<file path="config.mk">
export PLATFORM = sky130hd
export DESIGN_NAME = sasc_rx
export DESIGN_NICKNAME = d
export VERILOG_FILES = /design/src/rtl/sasc_rx.sv
export SDC_FILE = /design/constraint.sdc
export NUM_CORES = 1
export LEC_CHECK = 0
export CORE_UTILIZATION = 57
export DETAILED_ROUTE_END_ITERATION = 10
export PLACE_DENSITY = 0.82
export SLEW_MARGIN = 20
export SYNTH_ARGS = -nofsm -noshare
export SYNTH_HDL_FRONTEND = slang
export SYNTH_SLANG_ARGS = --single-unit
</file>
<file path="constraint.sdc">
create_clock -name clk -period 3.4 [get_ports clk]
set_input_delay 0.68 -clock clk [delete_from_list [all_inputs] [get_ports clk]]
set_output_delay 0.68 -clock clk [all_outputs]
set_load 0.01 [all_outputs]
</file>
<file path="src/rtl/sasc_rx.sv">
// Asynchronous serial receiver: 4x-oversampled start/data/stop framing into a single holding register.
// Define SASC_RX_PARITY_EN for 11-bit frames with an even parity bit; otherwise frames are 10 bits and par_err is 0.
module sasc_rx (
  input  logic       clk,
  input  logic       arst,
  input  logic       sio_ce_x4,
  input  logic       rxd,
  input  logic       rd,
  output logic [7:0] dout,
  output logic       valid,
  output logic       frm_err,
  output logic       ovr_err,
  output logic       par_err
);

  typedef enum logic [2:0] {
    IDLE    = 3'd0,
    START   = 3'd1,
    DATA    = 3'd2,
    PARITY  = 3'd3,
    STOP    = 3'd4,
    WAIT_HI = 3'd5
  } state_t;

  state_t      state, state_n;
  logic        rxd_meta, rxd_s;
  logic [1:0]  ph;
  logic [2:0]  bit_cnt;
  logic [7:0]  shreg;
  logic        sample, start_ok, shift_en, frame_done;
  logic        par_calc;
`ifdef SASC_RX_PARITY_EN
  logic        par_bit;
  logic        par_smp;
`endif

  // Line synchronizer; resets to the idle-high level so reset never looks like a start bit
  always_ff @(posedge clk or posedge arst) begin
    if (arst) begin
      rxd_meta <= 1'b1;
      rxd_s    <= 1'b1;
    end else begin
      rxd_meta <= rxd;
      rxd_s    <= rxd_meta;
    end
  end

  always_ff @(posedge clk or posedge arst) begin
    if (arst) state <= IDLE;
    else      state <= state_n;
  end

  always_comb begin
    state_n = state;
    case (state)
      IDLE:    if (sio_ce_x4 && !rxd_s) state_n = START;
      START:   if (sample) state_n = rxd_s ? IDLE : DATA;
      DATA:    if (sample && bit_cnt == 3'd7) begin
`ifdef SASC_RX_PARITY_EN
                 state_n = PARITY;
`else
                 state_n = STOP;
`endif
               end
`ifdef SASC_RX_PARITY_EN
      PARITY:  if (sample) state_n = STOP;
`endif
      STOP:    if (sample) state_n = rxd_s ? IDLE : WAIT_HI;
      WAIT_HI: if (sio_ce_x4 && rxd_s) state_n = IDLE;
      default: state_n = IDLE;
    endcase
  end

  // Sample points fall at ph==1: two strobes after start detect, i.e. mid-bit
  always_comb begin
    sample     = sio_ce_x4 && (ph == 2'd1) && (state != IDLE);
    start_ok   = sample && (state == START) && !rxd_s;
    shift_en   = sample && (state == DATA);
    frame_done = sample && (state == STOP);
`ifdef SASC_RX_PARITY_EN
    par_smp    = sample && (state == PARITY);
`endif
  end

  always_ff @(posedge clk or posedge arst) begin
    if (arst) begin
      ph      <= 2'd0;
      bit_cnt <= 3'd0;
      shreg   <= 8'h00;
    end else if (sio_ce_x4) begin
      if (state == IDLE) ph <= 2'd0;
      else               ph <= ph + 2'd1;
      if (start_ok) begin
        bit_cnt <= 3'd0;
      end else if (shift_en) begin
        shreg   <= {rxd_s, shreg[7:1]};
        bit_cnt <= bit_cnt + 3'd1;
      end
    end
  end

`ifdef SASC_RX_PARITY_EN
  always_ff @(posedge clk or posedge arst) begin
    if (arst)         par_bit <= 1'b0;
    else if (par_smp) par_bit <= rxd_s;
  end

  assign par_calc = ^{shreg, par_bit};
`else
  assign par_calc = 1'b0;
`endif

  // Holding register: a full register drops the new frame unless it is being read this cycle
  always_ff @(posedge clk or posedge arst) begin
    if (arst) begin
      dout    <= 8'h00;
      valid   <= 1'b0;
      frm_err <= 1'b0;
      ovr_err <= 1'b0;
      par_err <= 1'b0;
    end else if (frame_done && valid && !rd) begin
      ovr_err <= 1'b1;
    end else if (frame_done) begin
      dout    <= shreg;
      frm_err <= ~rxd_s;
      par_err <= par_calc;
      valid   <= 1'b1;
    end else if (rd && valid) begin
      valid   <= 1'b0;
      ovr_err <= 1'b0;
    end
  end

endmodule

</file>
## After elaboration in Yosys (flattened, before gate mapping)

Index checks and enable logic that the tools add are counted.

- Register bits: 29
- Output and inout bits: 12
- Logic and storage cells: 67

- Add/subtract/negate cells: 2
- Equal/unequal tests: 12
- Multiplexer cells: 15
- Bitwise gates (word level): 3
- Reduce and logical (&&, ||, !) cells: 25

Operators by type and width:

| cell | count |
|---|---|
| 3-bit two-way mux | 8 |
| 3-bit case mux with 5 select lines | 1 |
| 1-bit logical AND | 12 |
| 2-bit inequality test (second input constant) | 5 |
| 3-bit == test (second input constant) | 3 |
| 2-bit AND reduction | 4 |
| 2-bit nonzero test | 3 |
| 5-bit AND reduction | 1 |
| 1-bit two-way mux | 4 |
| 2-bit two-way mux | 2 |
| 3-bit by 1-bit adder with 3-bit output (second input constant) | 1 |
| 3-bit by 1-bit == test with 1-bit output (second input constant) | 1 |
| 3-bit by 2-bit == test with 1-bit output (second input constant) | 1 |
| 3-bit zero test | 1 |
| 1-bit NOT | 3 |
| 3-bit AND reduction | 1 |
| 3-bit nonzero test | 1 |
| 2-bit by 1-bit adder with 2-bit output (second input constant) | 1 |
| 2-bit by 1-bit == test with 1-bit output (second input constant) | 1 |
| 1-bit zero test | 2 |
| 2-bit by 1-bit inequality test with 1-bit output (second input constant) | 1 |

## Logic depth before layout (Yosys ltp)

- Word-level depth: 8
- Mapped depth: 6

## Least setup slack after synthesis

OpenSTA, ideal clock, no wires.

- Kind: register to register
- Start point: register ph[1]
- End point: register shreg[0]
- Setup time: 0.125 ns
- Arrival time: 1.456 ns
- Slack: 1.819 ns
- Cell stages (with the launch flop): 7
- Buffers on the path: 1
- Period minus slack after synthesis: 1.581 ns
- Path through: dfrtp_1 inv_1 ha_1 buf_2 nand3b_1 nor2_4 mux2_2

- Longest elaborated chain between the ends: 7
- Elaborated cells between the ends (all ways): 8
- Classes of those cells: 1 x eq/ne; 1 x bitwise; 6 x reduce/logical

RTL lines:

| what | RTL line | source |
|---|---|---|
| start, declared | 27 | `logic [1:0] ph;` |
| start signal, assigned | 92 | `else ph <= ph + 2'd1;` |
| 2-bit by 1-bit == test with 1-bit output * | 76 | `sample = sio_ce_x4 && (ph == 2'd1) && (state != IDLE);` |
| 1-bit logical AND * (2 in a row) | 76 |  |
| 1-bit logical AND (2 in a row) | 77 | `start_ok = sample && (state == START) && !rxd_s;` |
| 1-bit NOT (no source line) | n/a |  |
| 3-bit AND reduction (no source line) * | n/a |  |
| end signal, assigned | 96 | `shreg <= {rxd_s, shreg[7:1]};` |
| end, declared | 29 | `logic [7:0] shreg;` |

Every way passes the cells marked *; elsewhere a longest branch is shown, timed or not.
A chain may end at the register's enable or synchronous reset.

## Final worst setup path

- Start point: input sio_ce_x4
- End point: register shreg[6]

- Longest elaborated chain between the ends: 6
- Elaborated cells between the ends (all ways): 7
- Classes of those cells: 1 x bitwise; 6 x reduce/logical

RTL lines:

| what | RTL line | source |
|---|---|---|
| start, declared | 6 | `input logic sio_ce_x4,` |
| 1-bit logical AND (2 in a row) | 76 |  |
| 1-bit logical AND (2 in a row) | 77 |  |
| 1-bit NOT (no source line) | n/a |  |
| 3-bit AND reduction (no source line) * | n/a |  |

Marked as above.

==> results.json <==
{
  "status": "finished, final reports clean",
  "track_usage_pct": 21.18,
  "r2r_start": "ph[1]",
  "grt_pass1_vias": 810,
  "wl_per_cell_um": 14.27,
  "cts_tree": "built",
  "period_needed_ps": 2168,
  "dr_total_vias": 804,
  "first_pass_iters": 4,
  "drc": 0,
  "syn_inst": 99,
  "r2r_cells": 5,
  "syn_area_sq_mm": 0.001277,
  "rsz0062_at_grt": "no",
  "drt_iter0_drc": 14,
  "critPathLaunch": "sio_ce_x4",
  "final_common_cell": "dfrtp_1",
  "critical_path_class": "input port to flop",
  "start_util_pct": 62.56,
  "cp-endpoint": "shreg[6]",
  "vdd_drop_max_uv": 392.5,
  "drt_wl_total_mm": 2.084,
  "hold_viol": 0,
  "final_cell_mix": "dfrtp_1 (27), mux2_2 (18), clkdlybuf4s50_1 (15), nor3_1 (5), clkbuf_4 (5)",
  "synth.mux.area_fraction_pct": 15.87,
  "p_sw_uw": 230.5,
  "synth_top_family_by_area": "multiplexers",
  "pwr-share-clk_pct": 34.2,
  "swShare_pct": 27.21,
  "n_antenna_cell": 0,
  "grt_pass1_wl_mm": 3.684,
  "area_growth_pct": 19.98,
  "fmax_mhz": 461.2,
  "combPwrFrac_pct": 16.0,
  "core_sq_mm": 0.002042,
  "clk_pin_slew_worst_paths_ps": 80,
  "htreeDepth": 2,
  "clk_path_buf_depth": 2,
  "clk_latency_ps": 320,
  "die_width_um": 49.34,
  "skew_ps": 5.764,
  "setup_tns_ps": 0,
  "endpoint_kind": "flop",
  "hold_buffers": 0,
  "ys_ff_latch": 29,
  "utilization_pct": 75.06,
  "p_leak_nw": 0.7099,
  "grt_overflow": 0,
  "die_y_um": 49.34,
  "min-delay-path-class": "flop to flop",
  "routabilityCongestion": 0.7910,
  "cts_made_buffers": 5,
  "antenna_found_initial": 0,
  "busiest_layer": "met2",
  "avgViaCountPerCell": 5.507,
  "yosys_warnings": 0,
  "rows": 16,
  "avgSynthCellArea_sq_um": 12.90,
  "grt_max_degree": 18,
  "drive_gt1_share_pct": 27.73,
  "p_per_area_mw_per_mm2": 552.7,
  "cp-start-kind": "input port",
  "crit_arrival_ps": 2370,
  "finalSetupViolations": 0,
  "cp_max_fo": 13,
  "intPower_uw": 616.7,
  "nets": 126,
  "cts_root_buf": "clkbuf_4",
  "worst_pin_slew_ps": 600.1,
  "antenna_left": 0,
  "post_synth_xor_area_fraction_pct": 0,
  "synth_compound_area_share_pct": 6.660,
  "grt_use_met2_pct": 31.51,
  "postCtsSetupRepairBufs": 0,
  "p_seq_share_pct": 49.8,
  "yosys.area_share.simple_pct": 14.40,
  "post-route-period-util_pct": 63.77,
  "port_buffers": 15,
  "synth_seq_area_share_pct": 57.00,
  "ios": 17,
  "slew-limit-headroom_pct": 59.95,
  "cts.sinks": 29,
  "syn_nets": 107,
  "cap_violations": 0,
  "met3_usage_pct": 9.346,
  "die-area_sq_mm": 0.002434,
  "post_cts_resized": 0,
  "rrSetupSlack_ps": 1550,
  "dpl.hpwl_mm": 1.411,
  "grt_util_met1_pct": 26.76,
  "synth_adder_area_share_pct": 2.938,
  "synthDistinctLibCells": 32,
  "cp.required_ps": 3600,
  "r2r-end": "shreg[6]",
  "slew_viol_final": 0
}
[critical path, stage by stage]
cell             delay (ps)
clkdlybuf4s50_1         760
nand3b_1                270
nor2_4                  290
mux2_2                  370
[kinds of logic (layout without fill, tap and decap cells)]
| kind of cell | after synthesis | count (layout) |
|---|---|---|
| AO/OA/AOI/OAI | 13 | 13 |
| buffers and inverters | 8 | 28 |
| flip-flops | 29 | 29 |
| other | 1 | 1 |
| AND/OR/NAND/NOR | 27 | 27 |
| multiplexers | 18 | 18 |
| adder cells (fa/ha/maj) | 3 | 3 |
[registers in the layout (all words and copies together), names as in the netlist]
| signal | count |
|---|---|
| bit_cnt | 3 |
| shreg | 8 |
| frm_err | 1 |
| ovr_err | 1 |
| state | 3 |
| rxd_s | 1 |
| valid | 1 |
| rxd_meta | 1 |
| dout | 8 |
| ph | 2 |
[routing by layer]
| metal | up-vias | wire length, um |
|---|---|---|
| li1 | 390 | - |
| met1 | 398 | 972 |
| met2 | 14 | 1018 |
| met3 | 2 | 78 |
| met4 | 0 | 14 |
| met5 | - | 0 |
[worst min-delay path by stage]
| stage | start | end | slack [ps] | depth (start not counted) |
|---|---|---|---|---|
| 2_1_floorplan | rxd_meta | rxd_s | 350 | 0 |
| 3_3_place_gp | rxd_meta | rxd_s | 350 | 0 |
| 3_5_place_dp | rxd_meta | rxd_s | 350 | 0 |
| 6_report | rxd_meta | rxd_s | 360 | 0 |
| 4_1_cts | rxd_meta | rxd_s | 360 | 0 |
| 5_1_grt | rxd_meta | rxd_s | 360 | 0 |
[area by class of cell]
cell class / instances / area (sq um)
clock inverter: 1 / 30.03
inverter: 4 / 15.01
fill: 148 / 509.2
tap: 27 / 33.78
timing repair buffer: 16 / 157.7
clock buffer: 7 / 55.05
multi-input combinational: 62 / 513.0
sequential: 29 / 728.2
[stage by stage]
stage               std cells  setup slack (ps)  hold WS, ps  cell area, sq um  power [mW]
floorplan                  99              1819        345.2              1277      0.5343
global placement          138             944.7        347.3              1448      0.5559
detailed placement        138             918.3        349.1              1448      0.5646
CTS                       146              1250        361.6              1533      0.8558
global route              146              1122        362.8              1533      0.8994
finish                    146              1232        359.9              1533      0.8471
[power by group through the flow]
stage                     Combinational [mW]  Sequential (mW)  Clock, mW
after floorplan                        0.128            0.407          0
after detailed placement               0.136            0.429          0
after global routing                   0.157            0.429      0.313
after global placement                 0.130            0.426          0
final                                  0.136            0.422      0.289
after CTS                              0.138            0.422      0.296
[cells in the mapped netlist]
cell / instances / share of area, %
dfrtp_1: 27 / 53
conb_1: 1 / 0.29
mux2_2: 18 / 16
nor3b_4: 1 / 1.5
o22ai_1: 1 / 0.49
inv_1: 4 / 1.2
nand4_4: 1 / 1.7
a31oi_1: 1 / 0.49
nor2b_1: 1 / 0.49
clkbuf_1: 1 / 0.29
buf_4: 1 / 0.59
nor2_4: 1 / 0.88
nand3_1: 2 / 0.78
and3b_2: 1 / 0.78
nand2b_1: 3 / 1.5
nor2_1: 2 / 0.59
o21ai_0: 2 / 0.78
or2b_1: 1 / 0.59
ha_1: 3 / 2.9
and3_1: 1 / 0.49
nor3_1: 5 / 2.0
a32o_1: 1 / 0.78
nand3b_1: 1 / 0.59
nand4_1: 2 / 0.98
a21oi_1: 4 / 1.6
a211oi_1: 1 / 0.59
a21bo_2: 1 / 0.78
dfstp_2: 2 / 4.1
o211ai_1: 2 / 1.2
or3_1: 1 / 0.49
nand2_1: 4 / 1.2
buf_2: 2 / 0.78
Power figures use the tool's default switching activity.
